`src/rtl/slice_scheduler.sv`:
```
// slice_scheduler: measures the hall-sensor rotation period and splits each
// turn into 2**SLICE_BITS equal slices, raising a held position_sync request
// to the driver controller on every slice boundary.
//
// state   | meaning
// NO_ROT  | no rotation known; any hall event starts a measurement
// MEASURE | timing the first full turn, no syncs yet
// RUN     | period known; slice boundaries and syncs are generated
module slice_scheduler #(
  parameter int SLICE_BITS = 8,
  parameter int CNT_W      = 24,
  parameter int MIN_PERIOD = 1000,
  parameter int MAX_PERIOD = 2**24-1
) (
  input  logic                  clk,
  input  logic                  nrst,
  input  logic                  clk_enable,
  input  logic                  hall_n,
  output logic                  position_sync,
  output logic [SLICE_BITS-1:0] slice_index,
  output logic                  rotation_valid,
  output logic [CNT_W-1:0]      period,
  output logic [7:0]            overrun_count
);

  typedef enum logic [1:0] {NO_ROT, MEASURE, RUN} state_t;

  localparam logic [CNT_W-1:0]      MIN_M1 = CNT_W'(MIN_PERIOD - 1);
  localparam logic [CNT_W-1:0]      MAX_P  = CNT_W'(MAX_PERIOD);
  localparam logic [SLICE_BITS-1:0] LAST   = '1;

  state_t                state, state_nxt;
  logic                  hall_s1, hall_s2, hall_s3, hall_evt;
  logic [CNT_W-1:0]      rot_cnt, period_r, timer;
  logic [SLICE_BITS-1:0] slice_r;
  logic                  pend;
  logic [7:0]            ovr;
  logic                  accept, at_max, load_turn, drop, tick, raise;
  logic [CNT_W-1:0]      new_period;

  // slice length for a given period; never zero so short turns still advance
  function automatic logic [CNT_W-1:0] slice_len(input logic [CNT_W-1:0] p);
    logic [CNT_W-1:0] s;
    s = p >> SLICE_BITS;
    return (s == '0) ? CNT_W'(1) : s;
  endfunction

  assign at_max     = (rot_cnt == MAX_P);
  assign accept     = hall_evt && ((state == NO_ROT) || (rot_cnt >= MIN_M1));
  assign new_period = rot_cnt + CNT_W'(1);
  assign raise      = load_turn | tick;

  // hall synchronizer and falling-edge pulse (idle level is high)
  always_ff @(posedge clk or negedge nrst) begin
    if (!nrst) begin
      hall_s1  <= 1'b1;
      hall_s2  <= 1'b1;
      hall_s3  <= 1'b1;
      hall_evt <= 1'b0;
    end else begin
      hall_s1  <= hall_n;
      hall_s2  <= hall_s1;
      hall_s3  <= hall_s2;
      hall_evt <= hall_s3 & ~hall_s2;
    end
  end

  // state register
  always_ff @(posedge clk or negedge nrst) begin
    if (!nrst) state <= NO_ROT;
    else       state <= state_nxt;
  end

  // next-state logic; a hall event beats a timeout in the same cycle
  always_comb begin
    state_nxt = state;
    case (state)
      NO_ROT:  if (accept) state_nxt = MEASURE;
      MEASURE: if (accept) state_nxt = RUN;
               else if (at_max) state_nxt = NO_ROT;
      RUN:     if (!accept && at_max) state_nxt = NO_ROT;
      default: state_nxt = NO_ROT;
    endcase
  end

  // per-state control decode
  always_comb begin
    rotation_valid = 1'b0;
    load_turn      = 1'b0;
    drop           = 1'b0;
    tick           = 1'b0;
    case (state)
      MEASURE: load_turn = accept;
      RUN: begin
        rotation_valid = 1'b1;
        load_turn      = accept;
        drop           = !accept && at_max;
        tick           = !accept && !at_max && (slice_r != LAST) && (timer == '0);
      end
      default: ;
    endcase
  end

  // free-running period counter, saturating so a stalled rotor is detectable
  always_ff @(posedge clk or negedge nrst) begin
    if (!nrst)        rot_cnt <= '0;
    else if (accept)  rot_cnt <= '0;
    else if (!at_max) rot_cnt <= rot_cnt + CNT_W'(1);
  end

  // period latch and slice index
  always_ff @(posedge clk or negedge nrst) begin
    if (!nrst) begin
      period_r <= '0;
      slice_r  <= '0;
    end else begin
      if (load_turn) period_r <= new_period;
      if (load_turn || drop) slice_r <= '0;
      else if (tick)         slice_r <= slice_r + SLICE_BITS'(1);
    end
  end

  // slice down-counter; boundary at zero, frozen on the last slice
  always_ff @(posedge clk or negedge nrst) begin
    if (!nrst)          timer <= '0;
    else if (load_turn) timer <= slice_len(new_period) - CNT_W'(1);
    else if (drop)      timer <= '0;
    else if (tick)      timer <= slice_len(period_r) - CNT_W'(1);
    else if ((state == RUN) && (slice_r != LAST) && (timer != '0))
      timer <= timer - CNT_W'(1);
  end

  // sync request held until a clk_enable cycle; merged requests are counted
  always_ff @(posedge clk or negedge nrst) begin
    if (!nrst) begin
      pend <= 1'b0;
      ovr  <= '0;
    end else if (drop) begin
      pend <= 1'b0;
    end else begin
      pend <= raise | (pend & ~clk_enable);
      if (raise && pend && !clk_enable && (ovr != 8'hFF)) ovr <= ovr + 8'd1;
    end
  end

  assign position_sync = pend;
  assign slice_index   = slice_r;
  assign period        = period_r;
  assign overrun_count = ovr;

endmodule

```
`config.mk`:
```
export PLATFORM = sky130hd
export DESIGN_NAME = slice_scheduler
export DESIGN_NICKNAME = d
export VERILOG_FILES = /design/src/rtl/slice_scheduler.sv
export SDC_FILE = /design/constraint.sdc
export NUM_CORES = 1
export LEC_CHECK = 0
export ABC_CLOCK_PERIOD_IN_PS = 5300
export CORE_MARGIN = 1
export CORE_UTILIZATION = 59
export CTS_CLUSTER_DIAMETER = 200
export CTS_CLUSTER_SIZE = 8
export DETAILED_ROUTE_END_ITERATION = 7
export PLACE_DENSITY = 0.81
export REMOVE_ABC_BUFFERS = 1
export SLEW_MARGIN = 10
export SYNTH_ARGS = -nofsm -noshare
export SYNTH_HDL_FRONTEND = slang
export SYNTH_SLANG_ARGS = --single-unit
```
`constraint.sdc`:
```
create_clock -name clk -period 5.3 [get_ports clk]
set_input_delay 1.06 -clock clk [delete_from_list [all_inputs] [get_ports clk]]
set_output_delay 1.06 -clock clk [all_outputs]
set_load 0.01 [all_outputs]
```
==> flow_summary.toml <==
[sta]
setup_slack_ns = 0.925
fin_crit_ns = 4.38
slew_headroom_pct = 28.9
skew_ns = 0.0158
fmax_mhz = 229
worstMarginPinSlew_ns = 1.07
grt_setup_unrepaired = "no"
drv_slew = 0
fin_crit_sh_pct = 82.6
hold_viol_final = 0
hold_ws_ns = 0.360
tns_ns = 0
setup_violations = 0

[outcome]
status = "finished clean"

[floorplan]
die_h_um = 102
start_util_pct = 60.4
placementRows = 36
core_area_mm2 = 0.00973
die-area_mm2 = 0.0104
num_io_pins = 46
die_width_um = 102

[yosys]
yosysTopAreaCell = "dfrtp_1"
ys_types = 73
synth_area_mm2 = 0.00587
synth_seq_cells = 95
avgSynthCellArea_um2 = 8.90
synth_cells = 660
synth_ff_type = "dfrtp_1"
ys_warn_count = 0
synth_top_area_share_pct = 39.2
yosysMostFrequentCell = "dfrtp_1"
synthTopCellsByCount = "dfrtp_1, nand2_1, o21ai_0, nor2_1, a21oi_1"
yosys-top-cells-area = "dfrtp_1, xnor2_1, nand2_1"
ys_seq_area_share_pct = 40.5
async_flop_share_pct = 100
synth-edff-count = 0

[critical_path]
required_ns = 5.53
cpMostUsedCell = "ha_1"
reg2reg_from = "rot_cnt[0]$_DFFE_PN0P_"
startpoint_type = "flip-flop"
path_cells = "ha_1 > nand4_2 > or3_1 > or4_1 > nand4_1 > nor4_2 > a21boi_0 > ha_1 > nand3_1 > o311ai_0 > a311oi_1 > a31oi_1 > o221ai_1"
cp_slowest_cell = "o311ai_0"
worstPathArrival_ns = 4.61
cp_max_fo = 8
crit_path_start = "rot_cnt[0]$_DFFE_PN0P_"
crit_type = "reg2reg"
crit_end = "timer[14]$_DFFE_PN0P_"
end_kind = "flip-flop"
reg2reg_slack_ns = 0.92
r2r_end = "timer[14]$_DFFE_PN0P_"
r2r_cells = 13
cpPeakStageDelay_ns = 0.81

[clock_network]
cts_resized = 0
insertion_delay_ns = 0.37
clock_sinks = 95
numCtsBuffers = 9
cts.path.max_buffers = 2
cts_setup_buffers = 0
cts-root-buf = "clkbuf_8"
hold_buffers = 0
cts_htree_levels = 3
cts_tree = "yes"
path_clk_slew_ns = 0.09

[cells_and_area]
ff_latch_area_mm2 = 0.00238
drive_gt1_share_pct = 6.67
final_util_pct = 67.5
fill_cells = 808
stdcell_area_mm2 = 0.00657
area_delta_synth_final_pct = 11.8
diodes = 0
stdcell_count = 823
nets = 698
multiInputGateArea_mm2 = 0.00332

[pwr]
p_seq_share_pct = 41.0
p_comb_share_pct = 39.7
p_leak_nw = 2.73
p_clk_share_pct = 19.3
total_power_mw = 2.42
ir_worst_vdd_mv = 0.234
p_per_area_mw_per_mm2 = 369
switching_share_pct = 40.1
p_sw_mw = 0.971
intPower_mw = 1.45

[placed_design]
gp_congestion = 0.960
port_buffers = 45
place_ws_ns = 1.01
hpwlAfterDp_mm = 11.4
dp.cells = 807
dpl_cell_area_mm2 = 0.00637

[routing]
vias_per_cell = 6.49
drtIter0Drc = 321
wl_per_cell_um = 19.2
routed_wl_mm = 15.8
drc = 0
drtPass1Iterations = 5
vias = 5345
final_antenna_net_count = 0

[grt]
grt_overflow_total = 0
grt_max_degree = 49
grt_pass1_vias = 5163
antenna_found_initial = 0
grt_pass1_wl_mm = 25.7
grt_use_total_pct = 32.3

[worst_hold_path]
hold_class = "reg2reg"

[run]
drv_cap = 0
sequential cells by signal, summed over array words and instances, names as in the netlist:
signal,count
hall_s1,1
rot_cnt,24
timer,24
slice_index,8
hall_evt,1
hall_s2,1
overrun_count,8
hall_s3,1
period,24
state,2
position_sync,1
final cells by class:
class                      count  area share (%)
clock inverter                 4           0.438
multi-input combinational    521            50.5
timing repair buffer          49            7.28
sequential                    95            36.2
inverter                       9           0.514
tap                          133            2.53
clock buffer                  12            2.51
routing by layer:
| metal | vias to the layer above | wire length (um) | GRT usage (%) |
|---|---|---|---|
| li1 | 2501 | - | - |
| met1 | 2584 | 6810 | 42.1 |
| met2 | 220 | 7580 | 54.4 |
| met3 | 40 | 918 | 4.21 |
| met4 | 0 | 468 | 13.0 |
| met5 | - | 0 | 0 |
power groups by stage:
stage	logic, mW	registers (mW)	clock network [mW]
detailed placement	0.948	1.00	0
floorplan	0.630	0.986	0
global placement	0.916	0.991	0
finish	0.962	0.993	0.466
CTS	0.952	0.988	0.472
global route	1.06	1.01	0.503
cell usage in the layout, fill, tap and decap left out, types with 7 or more instances in the layout:
master / synthesis / final
and2_1: 9 / 9
nand2_1: 64 / 64
ha_1: 9 / 9
clkdlybuf4s50_1: 0 / 44
nor2_1: 45 / 45
clkbuf_8: 0 / 12
nor3_1: 29 / 29
xnor2_1: 34 / 34
inv_1: 9 / 9
a211oi_1: 7 / 7
o211ai_1: 8 / 8
and4_1: 9 / 9
dfrtp_1: 92 / 92
or4_1: 9 / 9
nor4_1: 20 / 20
xor2_1: 19 / 19
and3_1: 10 / 10
or3_1: 11 / 11
o21ai_0: 46 / 46
nand3_1: 27 / 27
a21oi_1: 35 / 35
nand4_1: 25 / 25
how the worst min path moves through the flow:
| stage | from | end | slack (ns) | depth (start not counted) |
|---|---|---|---|---|
| after floorplan | hall_s1$_DFF_PN1_ | hall_s2$_DFF_PN1_ | 0.35 | 0 |
| after global placement | hall_s1$_DFF_PN1_ | hall_s2$_DFF_PN1_ | 0.35 | 0 |
| after detailed placement | hall_s1$_DFF_PN1_ | hall_s2$_DFF_PN1_ | 0.35 | 0 |
| after CTS | hall_s1$_DFF_PN1_ | hall_s2$_DFF_PN1_ | 0.36 | 0 |
| after global routing | hall_s1$_DFF_PN1_ | hall_s2$_DFF_PN1_ | 0.37 | 0 |
| final | hall_s1$_DFF_PN1_ | hall_s2$_DFF_PN1_ | 0.36 | 0 |
cell families (layout without fill, tap and decap cells):
kind of cell             Yosys count  in the layout  share of synthesized area (%)
AND/OR/NAND/NOR                  295            295                           28.0
AO/OA/AOI/OAI                    156            156                           16.9
flip-flops                        95             95                           40.5
XOR/XNOR                          54             54                           8.18
buffers and inverters             44             74                           3.20
adder cells (fa/ha/maj)            9              9                           1.92
multiplexers                       7              7                           1.24
worst max-delay path: cells and delay by family (launching register included):
kind	cells	cell delay [ns]
DFF	1	0.43
and+or+nand+nor	6	1.65
AOI/OAI and AO/OA	5	1.60
adders and majority gates	2	0.55
(Power assumes the default switching activity.)
